--- config.mk ---
export PLATFORM = sky130hd
export DESIGN_NAME = tile_pass_scheduler
export DESIGN_NICKNAME = d
export VERILOG_FILES = /design/src/rtl/tile_sched_pkg.sv /design/src/rtl/tile_pass_scheduler_step_calc.sv /design/src/rtl/tile_pass_scheduler.sv
export SDC_FILE = /design/constraint.sdc
export NUM_CORES = 2
export LEC_CHECK = 0
export BUFFER_PORTS_ARGS = -buffer_cell sky130_fd_sc_hd__buf_2
export CORE_UTILIZATION = 55
export DETAILED_ROUTE_END_ITERATION = 10
export PLACE_DENSITY_LB_ADDON = 0.2
export SLEW_MARGIN = 20
export SYNTH_ARGS = -nofsm -noshare
export SYNTH_HDL_FRONTEND = slang
export SYNTH_HIERARCHICAL = 1
export SYNTH_SLANG_ARGS = --single-unit
--- constraint.sdc ---
create_clock -name clk -period 9.9 [get_ports clk]
set_input_delay 0.495 -clock clk [delete_from_list [all_inputs] [get_ports clk]]
set_output_delay 0.495 -clock clk [all_outputs]
set_load 0.02 [all_outputs]
--- src/rtl/tile_sched_pkg.sv ---
// Shared definitions for the tile pass scheduler: FSM states, layer-type
// encodings (mirrored from define.svh) and the depthwise halo size.
package tile_sched_pkg;

    typedef enum logic [2:0] {
        IDLE,
        CALC,
        START,
        WAIT,
        NEXT,
        DONE
    } sched_state_t;

    // Layer-type encoding must match define.svh exactly
    localparam logic [1:0] POINTWISE = 2'd0;
    localparam logic [1:0] DEPTHWISE = 2'd1;

    // Depthwise tiles overlap by two halo rows, so each tile advances by tile_n - 2
    localparam int DEPTHWISE_HALO = 2;

endpackage

--- src/rtl/tile_pass_scheduler_step_calc.sv ---
// Combinational per-tile arithmetic for the tile pass scheduler: how far one
// tile advances, how many output units remain, how many this tile produces,
// whether it is the final tile, and whether the captured configuration is usable.
module tile_step_calc
    import tile_sched_pkg::*;
#(
    parameter int N_W = 32
) (
    input  logic [1:0]     layer_type,
    input  logic [N_W-1:0] tile_n,
    input  logic [N_W-1:0] total_n,
    input  logic [N_W-1:0] consumed,
    output logic [N_W-1:0] step,
    output logic [N_W-1:0] remaining,
    output logic [N_W-1:0] on_real,
    output logic           is_last,
    output logic           cfg_err
);

    logic is_dw;

    // Step, remaining work and the size of the current tile; a depthwise tile
    // with two or fewer rows has no room left after the halo and is rejected
    always_comb begin
        is_dw     = (layer_type == DEPTHWISE);
        step      = is_dw ? (tile_n - N_W'(DEPTHWISE_HALO)) : tile_n;
        remaining = total_n - consumed;
        on_real   = (remaining < step) ? remaining : step;
        is_last   = (remaining <= step);
        cfg_err   = (tile_n == '0) || (is_dw && (tile_n <= N_W'(DEPTHWISE_HALO)));
    end

endmodule

--- src/rtl/tile_pass_scheduler.sv ---
// Layer-level sequencer in front of token_engine. Splits a layer's N dimension
// into n-tiles and issues one token_engine pass per tile, advancing the ifmap
// and opsum GLB base addresses between passes.
// Optional feature: define PASS_TIMEOUT_EN to add a per-pass watchdog that
// flags err_o and ends the layer if pass_done_i never arrives.
module tile_pass_scheduler
    import tile_sched_pkg::*;
#(
    parameter int ADDR_W         = 32,
    parameter int N_W            = 32,
    parameter int TIMEOUT_CYCLES = 1000000
) (
    input  logic              clk,
    input  logic              rst_n,
    input  logic              layer_start_i,
    input  logic              abort_i,
    input  logic [1:0]        layer_type_i,
    input  logic [N_W-1:0]    total_n_i,
    input  logic [N_W-1:0]    tile_n_i,
    input  logic [ADDR_W-1:0] ifmap_base_i,
    input  logic [ADDR_W-1:0] opsum_base_i,
    input  logic [ADDR_W-1:0] ifmap_stride_i,
    input  logic [ADDR_W-1:0] opsum_stride_i,
    input  logic              pass_done_i,
    output logic              pass_start_o,
    output logic              n_tile_is_first_o,
    output logic              n_tile_is_last_o,
    output logic [N_W-1:0]    on_real_o,
    output logic [ADDR_W-1:0] ifmap_addr_o,
    output logic [ADDR_W-1:0] opsum_addr_o,
    output logic [15:0]       tile_idx_o,
    output logic              busy_o,
    output logic              layer_done_o,
    output logic              err_o
);

    sched_state_t state_q, state_d;

    // Configuration captured when a layer is accepted
    logic [1:0]        layer_type_q;
    logic [N_W-1:0]    total_n_q;
    logic [N_W-1:0]    tile_n_q;
    logic [ADDR_W-1:0] ifmap_stride_q;
    logic [ADDR_W-1:0] opsum_stride_q;

    // Progress through the layer and the per-tile values presented downstream
    logic [N_W-1:0]    consumed_q;
    logic [15:0]       tile_idx_q;
    logic [ADDR_W-1:0] ifmap_addr_q;
    logic [ADDR_W-1:0] opsum_addr_q;
    logic [N_W-1:0]    on_real_q;
    logic              first_q;
    logic              last_q;
    logic              err_q;

    logic [N_W-1:0]    unused_step;
    logic [N_W-1:0]    calc_remaining;
    logic [N_W-1:0]    calc_on_real;
    logic              calc_is_last;
    logic              calc_cfg_err;

    logic [ADDR_W-1:0] ifmap_inc;
    logic [ADDR_W-1:0] opsum_inc;
    logic              timeout_hit;

    tile_step_calc #(
        .N_W(N_W)
    ) u_step_calc (
        .layer_type (layer_type_q),
        .tile_n     (tile_n_q),
        .total_n    (total_n_q),
        .consumed   (consumed_q),
        .step       (unused_step),
        .remaining  (calc_remaining),
        .on_real    (calc_on_real),
        .is_last    (calc_is_last),
        .cfg_err    (calc_cfg_err)
    );

    // Address advance per tile; products wrap to the address width
    assign ifmap_inc = ADDR_W'(on_real_q) * ifmap_stride_q;
    assign opsum_inc = ADDR_W'(on_real_q) * opsum_stride_q;

`ifdef PASS_TIMEOUT_EN
    logic [31:0] wait_cnt_q;

    // Watchdog counter: restarts in START so it always begins at zero in WAIT
    always_ff @(posedge clk or negedge rst_n) begin
        if (!rst_n) begin
            wait_cnt_q <= '0;
        end else if (state_q == START) begin
            wait_cnt_q <= '0;
        end else if (state_q == WAIT) begin
            wait_cnt_q <= wait_cnt_q + 32'd1;
        end
    end

    assign timeout_hit = (state_q == WAIT) && !pass_done_i &&
                         (wait_cnt_q == 32'(TIMEOUT_CYCLES - 1));
`else
    logic [31:0] unused_timeout;

    assign unused_timeout = 32'(TIMEOUT_CYCLES);
    assign timeout_hit    = 1'b0;
`endif

    // State register
    always_ff @(posedge clk or negedge rst_n) begin
        if (!rst_n) begin
            state_q <= IDLE;
        end else begin
            state_q <= state_d;
        end
    end

    // Next-state logic; abort overrides every other transition
    always_comb begin
        state_d = state_q;
        if (abort_i) begin
            state_d = IDLE;
        end else begin
            case (state_q)
                IDLE:  if (layer_start_i) state_d = CALC;
                CALC:  begin
                    if (calc_cfg_err || (total_n_q == '0)) begin
                        state_d = DONE;
                    end else begin
                        state_d = START;
                    end
                end
                START: state_d = WAIT;
                WAIT:  begin
                    if (pass_done_i) begin
                        state_d = last_q ? DONE : NEXT;
                    end else if (timeout_hit) begin
                        state_d = DONE;
                    end
                end
                NEXT:  state_d = CALC;
                DONE:  state_d = IDLE;
                default: state_d = IDLE;
            endcase
        end
    end

    // State-decoded strobes
    always_comb begin
        pass_start_o = (state_q == START);
        layer_done_o = (state_q == DONE);
        busy_o       = (state_q != IDLE);
    end

    // Config capture, per-tile values, address accumulation and sticky error;
    // an abort freezes everything so the last tile stays visible
    always_ff @(posedge clk or negedge rst_n) begin
        if (!rst_n) begin
            layer_type_q   <= '0;
            total_n_q      <= '0;
            tile_n_q       <= '0;
            ifmap_stride_q <= '0;
            opsum_stride_q <= '0;
            consumed_q     <= '0;
            tile_idx_q     <= '0;
            ifmap_addr_q   <= '0;
            opsum_addr_q   <= '0;
            on_real_q      <= '0;
            first_q        <= 1'b0;
            last_q         <= 1'b0;
            err_q          <= 1'b0;
        end else if (!abort_i) begin
            case (state_q)
                IDLE: begin
                    if (layer_start_i) begin
                        layer_type_q   <= layer_type_i;
                        total_n_q      <= total_n_i;
                        tile_n_q       <= tile_n_i;
                        ifmap_stride_q <= ifmap_stride_i;
                        opsum_stride_q <= opsum_stride_i;
                        consumed_q     <= '0;
                        tile_idx_q     <= '0;
                        ifmap_addr_q   <= ifmap_base_i;
                        opsum_addr_q   <= opsum_base_i;
                        err_q          <= 1'b0;
                    end
                end
                CALC: begin
                    if (calc_cfg_err) begin
                        err_q <= 1'b1;
                    end else if (calc_remaining != '0) begin
                        on_real_q <= calc_on_real;
                        last_q    <= calc_is_last;
                        first_q   <= (tile_idx_q == 16'd0);
                    end
                end
                WAIT: begin
                    if (timeout_hit) begin
                        err_q <= 1'b1;
                    end
                end
                NEXT: begin
                    consumed_q   <= consumed_q + on_real_q;
                    tile_idx_q   <= tile_idx_q + 16'd1;
                    ifmap_addr_q <= ifmap_addr_q + ifmap_inc;
                    opsum_addr_q <= opsum_addr_q + opsum_inc;
                end
                default: ;
            endcase
        end
    end

    assign n_tile_is_first_o = first_q;
    assign n_tile_is_last_o  = last_q;
    assign on_real_o         = on_real_q;
    assign ifmap_addr_o      = ifmap_addr_q;
    assign opsum_addr_o      = opsum_addr_q;
    assign tile_idx_o        = tile_idx_q;
    assign err_o             = err_q;

endmodule

# After elaboration in Yosys (flattened, before gate mapping)
# Cells that the tools add are included.
# classes
n_addsub,6
n_mul,2
magnitude_cmp,3
eq_ne,10
muxes,19
bitwise,2
n_reduce_logical,16
# ops
cell,count
32-bit case mux with 2 select lines,3
32-bit 2-to-1 mux,5
32-bit adder,3
32-bit logical NOT,2
32-bit by 32-bit multiplier with 32-bit output,2
"32-bit by 2-bit <= comparator with 1-bit output, second input constant",1
32-bit <= comparator,1
32-bit < comparator,1
16-bit case mux with 2 select lines,1
32-bit nonzero test,1
"32-bit by 2-bit subtractor with 32-bit output, second input constant",1
32-bit subtractor,1
"16-bit by 1-bit adder with 16-bit output, second input constant",1
16-bit logical NOT,1
16-bit 2-to-1 mux,1
3-bit case mux with 5 select lines,1
3-bit 2-to-1 mux,4
4-bit AND reduction,2
"3-bit by 2-bit == test with 1-bit output, second input constant",2
"3-bit == test, second input constant",2
"3-bit inequality test, second input constant",2
3-bit AND reduction,2
"2-bit inequality test, second input constant",2
2-bit nonzero test,2
other kinds (10),14
# word_totals
regBits,280
output_inout_bits,118
elab_cells,72

# Logic depth before layout (Yosys ltp)
# depth
depth_word,7
mapped_depth,31
ltp_nobuf,28

# Hierarchy
# Netlist, hierarchy kept.
# by_module_without_submodules
module,instances,cells_each,area_each_um2,seq_area_each_um2
tile_pass_scheduler,1,5052,45885.3,7006.7
tile_step_calc,1,530,3658.5,0.0

# Least setup slack after synthesis
# No wires, ideal clock.
# synth_timing
kind,flip-flop to flip-flop
from,register on_real_q[17] (netlist: on_real_o[17])
to,register ifmap_addr_q[27] (netlist: ifmap_addr_o[27])
setup_time_ns,0.133
t_arrival_ns,6.986
required_time_ns,9.767
path_slack_ns,2.782
path_stages_with_launch,28
path_buffers,2
path_cell_list,dfrtp_1 -> buf_1 -> clkbuf_1 -> and2_1 -> fa_1 -> fa_1 -> fa_1 -> inv_1 -> fa_1 -> inv_1 -> fa_1 -> inv_1 -> fa_1 -> inv_1 -> fa_1 -> inv_1 -> fa_1 -> inv_1 -> ha_1 -> and3_1 -> a221oi_1 -> o21ai_1 -> a211oi_1 -> nand2b_1 -> xnor2_1 -> nor2_1 -> a211oi_1 -> a21oi_1
# synth_between
elab_chain_cells,3
# synth_rtl
element,line,rtl
from (decl),tile_pass_scheduler.sv:51,logic [N_W-1:0] on_real_q;
from (signal assigned),tile_pass_scheduler.sv:190,on_real_q <= calc_on_real;
32-bit by 32-bit multiplier with 32-bit output,tile_pass_scheduler.sv:81,assign ifmap_inc = ADDR_W'(on_real_q) * ifmap_stride_q;
32-bit adder,tile_pass_scheduler.sv:203,ifmap_addr_q <= ifmap_addr_q + ifmap_inc;
32-bit case mux with 2 select lines,tile_pass_scheduler.sv:171,case (state_q)
to (signal assigned),tile_pass_scheduler.sv:181,ifmap_addr_q <= ifmap_base_i;
to (signal assigned),tile_pass_scheduler.sv:203,
to (decl),tile_pass_scheduler.sv:49,logic [ADDR_W-1:0] ifmap_addr_q;
# Every way passes these cells.
# A chain may end at the register's enable or synchronous reset.

# Final worst setup path
# layout_timing
from,register opsum_stride_q[0]
to,register opsum_addr_q[31] (netlist: opsum_addr_o[31])
# layout_between
elab_chain_cells,3
# layout_rtl
element,line,rtl
from (decl),tile_pass_scheduler.sv:44,logic [ADDR_W-1:0] opsum_stride_q;
from (signal assigned),tile_pass_scheduler.sv:178,opsum_stride_q <= opsum_stride_i;
32-bit by 32-bit multiplier with 32-bit output,tile_pass_scheduler.sv:82,assign opsum_inc = ADDR_W'(on_real_q) * opsum_stride_q;
32-bit adder,tile_pass_scheduler.sv:204,opsum_addr_q <= opsum_addr_q + opsum_inc;
32-bit case mux with 2 select lines,tile_pass_scheduler.sv:171,
to (signal assigned),tile_pass_scheduler.sv:182,opsum_addr_q <= opsum_base_i;
to (signal assigned),tile_pass_scheduler.sv:204,
to (decl),tile_pass_scheduler.sv:50,logic [ADDR_W-1:0] opsum_addr_q;
# Every way passes these cells.

==> flow_summary.json <==
{
  "finish.cell_count_without_fillers": 6916,
  "antenna_violations_before_repair": 1,
  "cts_tree": "done",
  "grt_max_degree": 80,
  "gr-usage-all-layers": 0.327,
  "unrepaired_setup_endpoints_after_global_routing": "false",
  "hp_start": "ifmap_stride_i[27]",
  "flow.area_growth_from_synthesis_pct": 7.98,
  "skew_ps": 31.2,
  "htree_num_levels": 2,
  "post_cts.repair.setup_buffers": 0,
  "critical_path_peak_fanout": 33,
  "worst-endpoint-arrival_ps": 8540,
  "ant_diodes": 0,
  "core_area_um2": 88800,
  "numCtsBuffers": 40,
  "r2r.worst_path.cells": 25,
  "first_global_vias": 40600,
  "worst_r2r_endpoint": "opsum_addr_o[31]",
  "detail_route.wirelength_mm": 144,
  "numPlacedInstances": 6844,
  "die_height_um": 302,
  "criticalPathCategory": "reg -> reg",
  "r2r-start": "opsum_stride_q[0]",
  "hold_viol_final": 0,
  "total_number_of_vias": 38100,
  "wl_per_cell_um": 20.9,
  "initialDrtViolationCount": 2367,
  "max_slew.worst_pin.slew_ps": 1110,
  "report.final.slew_viol_count": 0,
  "design.portCount": 317,
  "cts_sinks": 280,
  "drt.antenna.violating_nets": 0,
  "maxCapViolCount": 0,
  "gp_congestion": 0.949,
  "dp_hpwl_mm": 115,
  "timing.hold.worst_endpoint": "ifmap_stride_q[27]",
  "clkLatencyLatePin_ps": 640,
  "min_path_type": "in -> reg",
  "max_slew_margin": 0.263,
  "start_util": 0.557,
  "crit_path_end_kind": "register",
  "n_fill_cell": 7852,
  "synth.avg_cell_area_um2": 8.89,
  "width_of_the_chip_um": 302,
  "timing.fmax_mhz": 125,
  "min_path_cells": 3,
  "drive_gt1_frac": 0.0935,
  "setup.reg_to_reg.worst_slack_ps": 1920,
  "grt_pass1_wl_mm": 228,
  "detail_route.vias_per_cell": 5.51,
  "num_rows": 109,
  "setup_viol": 0,
  "cp.required_ps": 10460,
  "remaining_drc_errors": 7,
  "final_min_period_over_clock_period": 0.806,
  "post_synth_inst_count": 5570,
  "dieArea_um2": 91200,
  "synth_nets": 6992,
  "grt_overflow_total": 0,
  "syn_area_um2": 49500,
  "setup-tns-final_ps": 0,
  "start_kind": "register",
  "cts.reportedPaths.clkPinSlew_ps": 70,
  "drt_first_pass_iters": 11,
  "status": "complete, but fails checks",
  "yosys_warnings": 6,
  "cts_max_path_buffers": 3,
  "finalNetCount": 7144,
  "io_buffer_count": 316,
  "period_minus_slack_ps": 7980,
  "clk_root_buffer_cell": "sky130_fd_sc_hd__clkbuf_16",
  "failed_checks": "design-rule violations"
}
## timing repair
| action | CTS | global route |
|---|---|---|
| gates resized for setup | 0 | 0 |
| hold buffers | 1 | 0 |
| hold endpoints to repair | 77 | 0 |
## placed cells by master (no fill, tap or decap), types with 35 or more instances in the layout
cell type,instances
sky130_fd_sc_hd__a21o_1,35
sky130_fd_sc_hd__a21oi_1,119
sky130_fd_sc_hd__a22oi_1,49
sky130_fd_sc_hd__and2_1,636
sky130_fd_sc_hd__buf_2,315
sky130_fd_sc_hd__buf_4,64
sky130_fd_sc_hd__clkbuf_16,40
sky130_fd_sc_hd__dfrtp_1,269
sky130_fd_sc_hd__fa_1,878
sky130_fd_sc_hd__ha_1,345
sky130_fd_sc_hd__inv_1,1077
sky130_fd_sc_hd__mux2_2,53
sky130_fd_sc_hd__nand2_1,936
sky130_fd_sc_hd__nor2_1,105
sky130_fd_sc_hd__o21ai_0,116
sky130_fd_sc_hd__xnor2_1,186
sky130_fd_sc_hd__xor2_1,86
## cell type report
type                            count  area (µm²)  share of cell area
Clock buffer                       54        1100              0.0206
Sequential cell                   280        7020               0.131
Inverter                         1077        4040              0.0756
Tap cell                         1165        1460              0.0273
Clock inverter                     17         211             0.00396
Multi-Input combinational cell   3940       37500               0.701
Timing Repair Buffer              383        2120              0.0397
## state kept, by name, summed over array words and instances, names as in the netlist
name	count
layer_type_q	2
err_o	1
ifmap_addr_o	32
opsum_addr_o	32
on_real_o	32
ifmap_stride_q	32
total_n_q	32
state_q	3
consumed_q	32
opsum_stride_q	32
tile_idx_o	16
n_tile_is_first_o	1
n_tile_is_last_o	1
tile_n_q	32
## routing by layer
layer  vias up  global-route usage  wire length, µm
met3       328              0.0483             9170
li1      17100                   -                -
met1     19400               0.422            58900
met2      1303               0.554            69800
met4         0               0.134             6280
met5         -                   0                0
## stage by stage
stage	area, µm²	utilization	hold WS, ps	setup WS (ps)
after floorplan	49500	-	199	2780
after global placement	52100	0.587	471	1940
after detailed placement	52100	0.587	473	1850
after CTS	53400	0.602	14.0	1820
after global routing	53400	0.602	38.8	1380
final	53400	0.602	43.4	1920
## worst max-delay path, stage by stage (launching register included)
cell	delay, ps
sky130_fd_sc_hd__dfrtp_1	1050
sky130_fd_sc_hd__nand2_1	200
sky130_fd_sc_hd__fa_1	540
sky130_fd_sc_hd__fa_1	550
sky130_fd_sc_hd__inv_1	50
sky130_fd_sc_hd__fa_1	470
sky130_fd_sc_hd__inv_1	50
sky130_fd_sc_hd__fa_1	530
sky130_fd_sc_hd__inv_1	50
sky130_fd_sc_hd__fa_1	490
sky130_fd_sc_hd__fa_1	520
sky130_fd_sc_hd__fa_1	500
sky130_fd_sc_hd__inv_1	50
sky130_fd_sc_hd__fa_1	470
sky130_fd_sc_hd__inv_1	40
sky130_fd_sc_hd__ha_1	450
sky130_fd_sc_hd__nand3_1	140
sky130_fd_sc_hd__or2_2	350
sky130_fd_sc_hd__nor3_1	140
sky130_fd_sc_hd__o211ai_1	180
sky130_fd_sc_hd__a31oi_1	350
sky130_fd_sc_hd__nand4_1	140
sky130_fd_sc_hd__nand2_1	180
sky130_fd_sc_hd__xnor2_1	150
sky130_fd_sc_hd__mux2i_1	90
sky130_fd_sc_hd__o21ai_1	170
## how the worst max path moves through the flow
stage | depth (start not counted) | endpoint | start | slack, ps
CTS | 26 | opsum_addr_o[31] | on_real_o[10] | 1820
detailed placement | 26 | opsum_addr_o[31] | on_real_o[10] | 1850
finish | 25 | opsum_addr_o[31] | opsum_stride_q[0] | 1920
global route | 25 | opsum_addr_o[31] | opsum_stride_q[0] | 1380
global placement | 25 | opsum_addr_o[31] | on_real_o[10] | 1940
floorplan | 27 | ifmap_addr_o[27] | on_real_o[17] | 2780
Power is left out: the tool's default activity adds up to more than one toggle a clock period on the data nets, which glitch-free logic cannot reach.
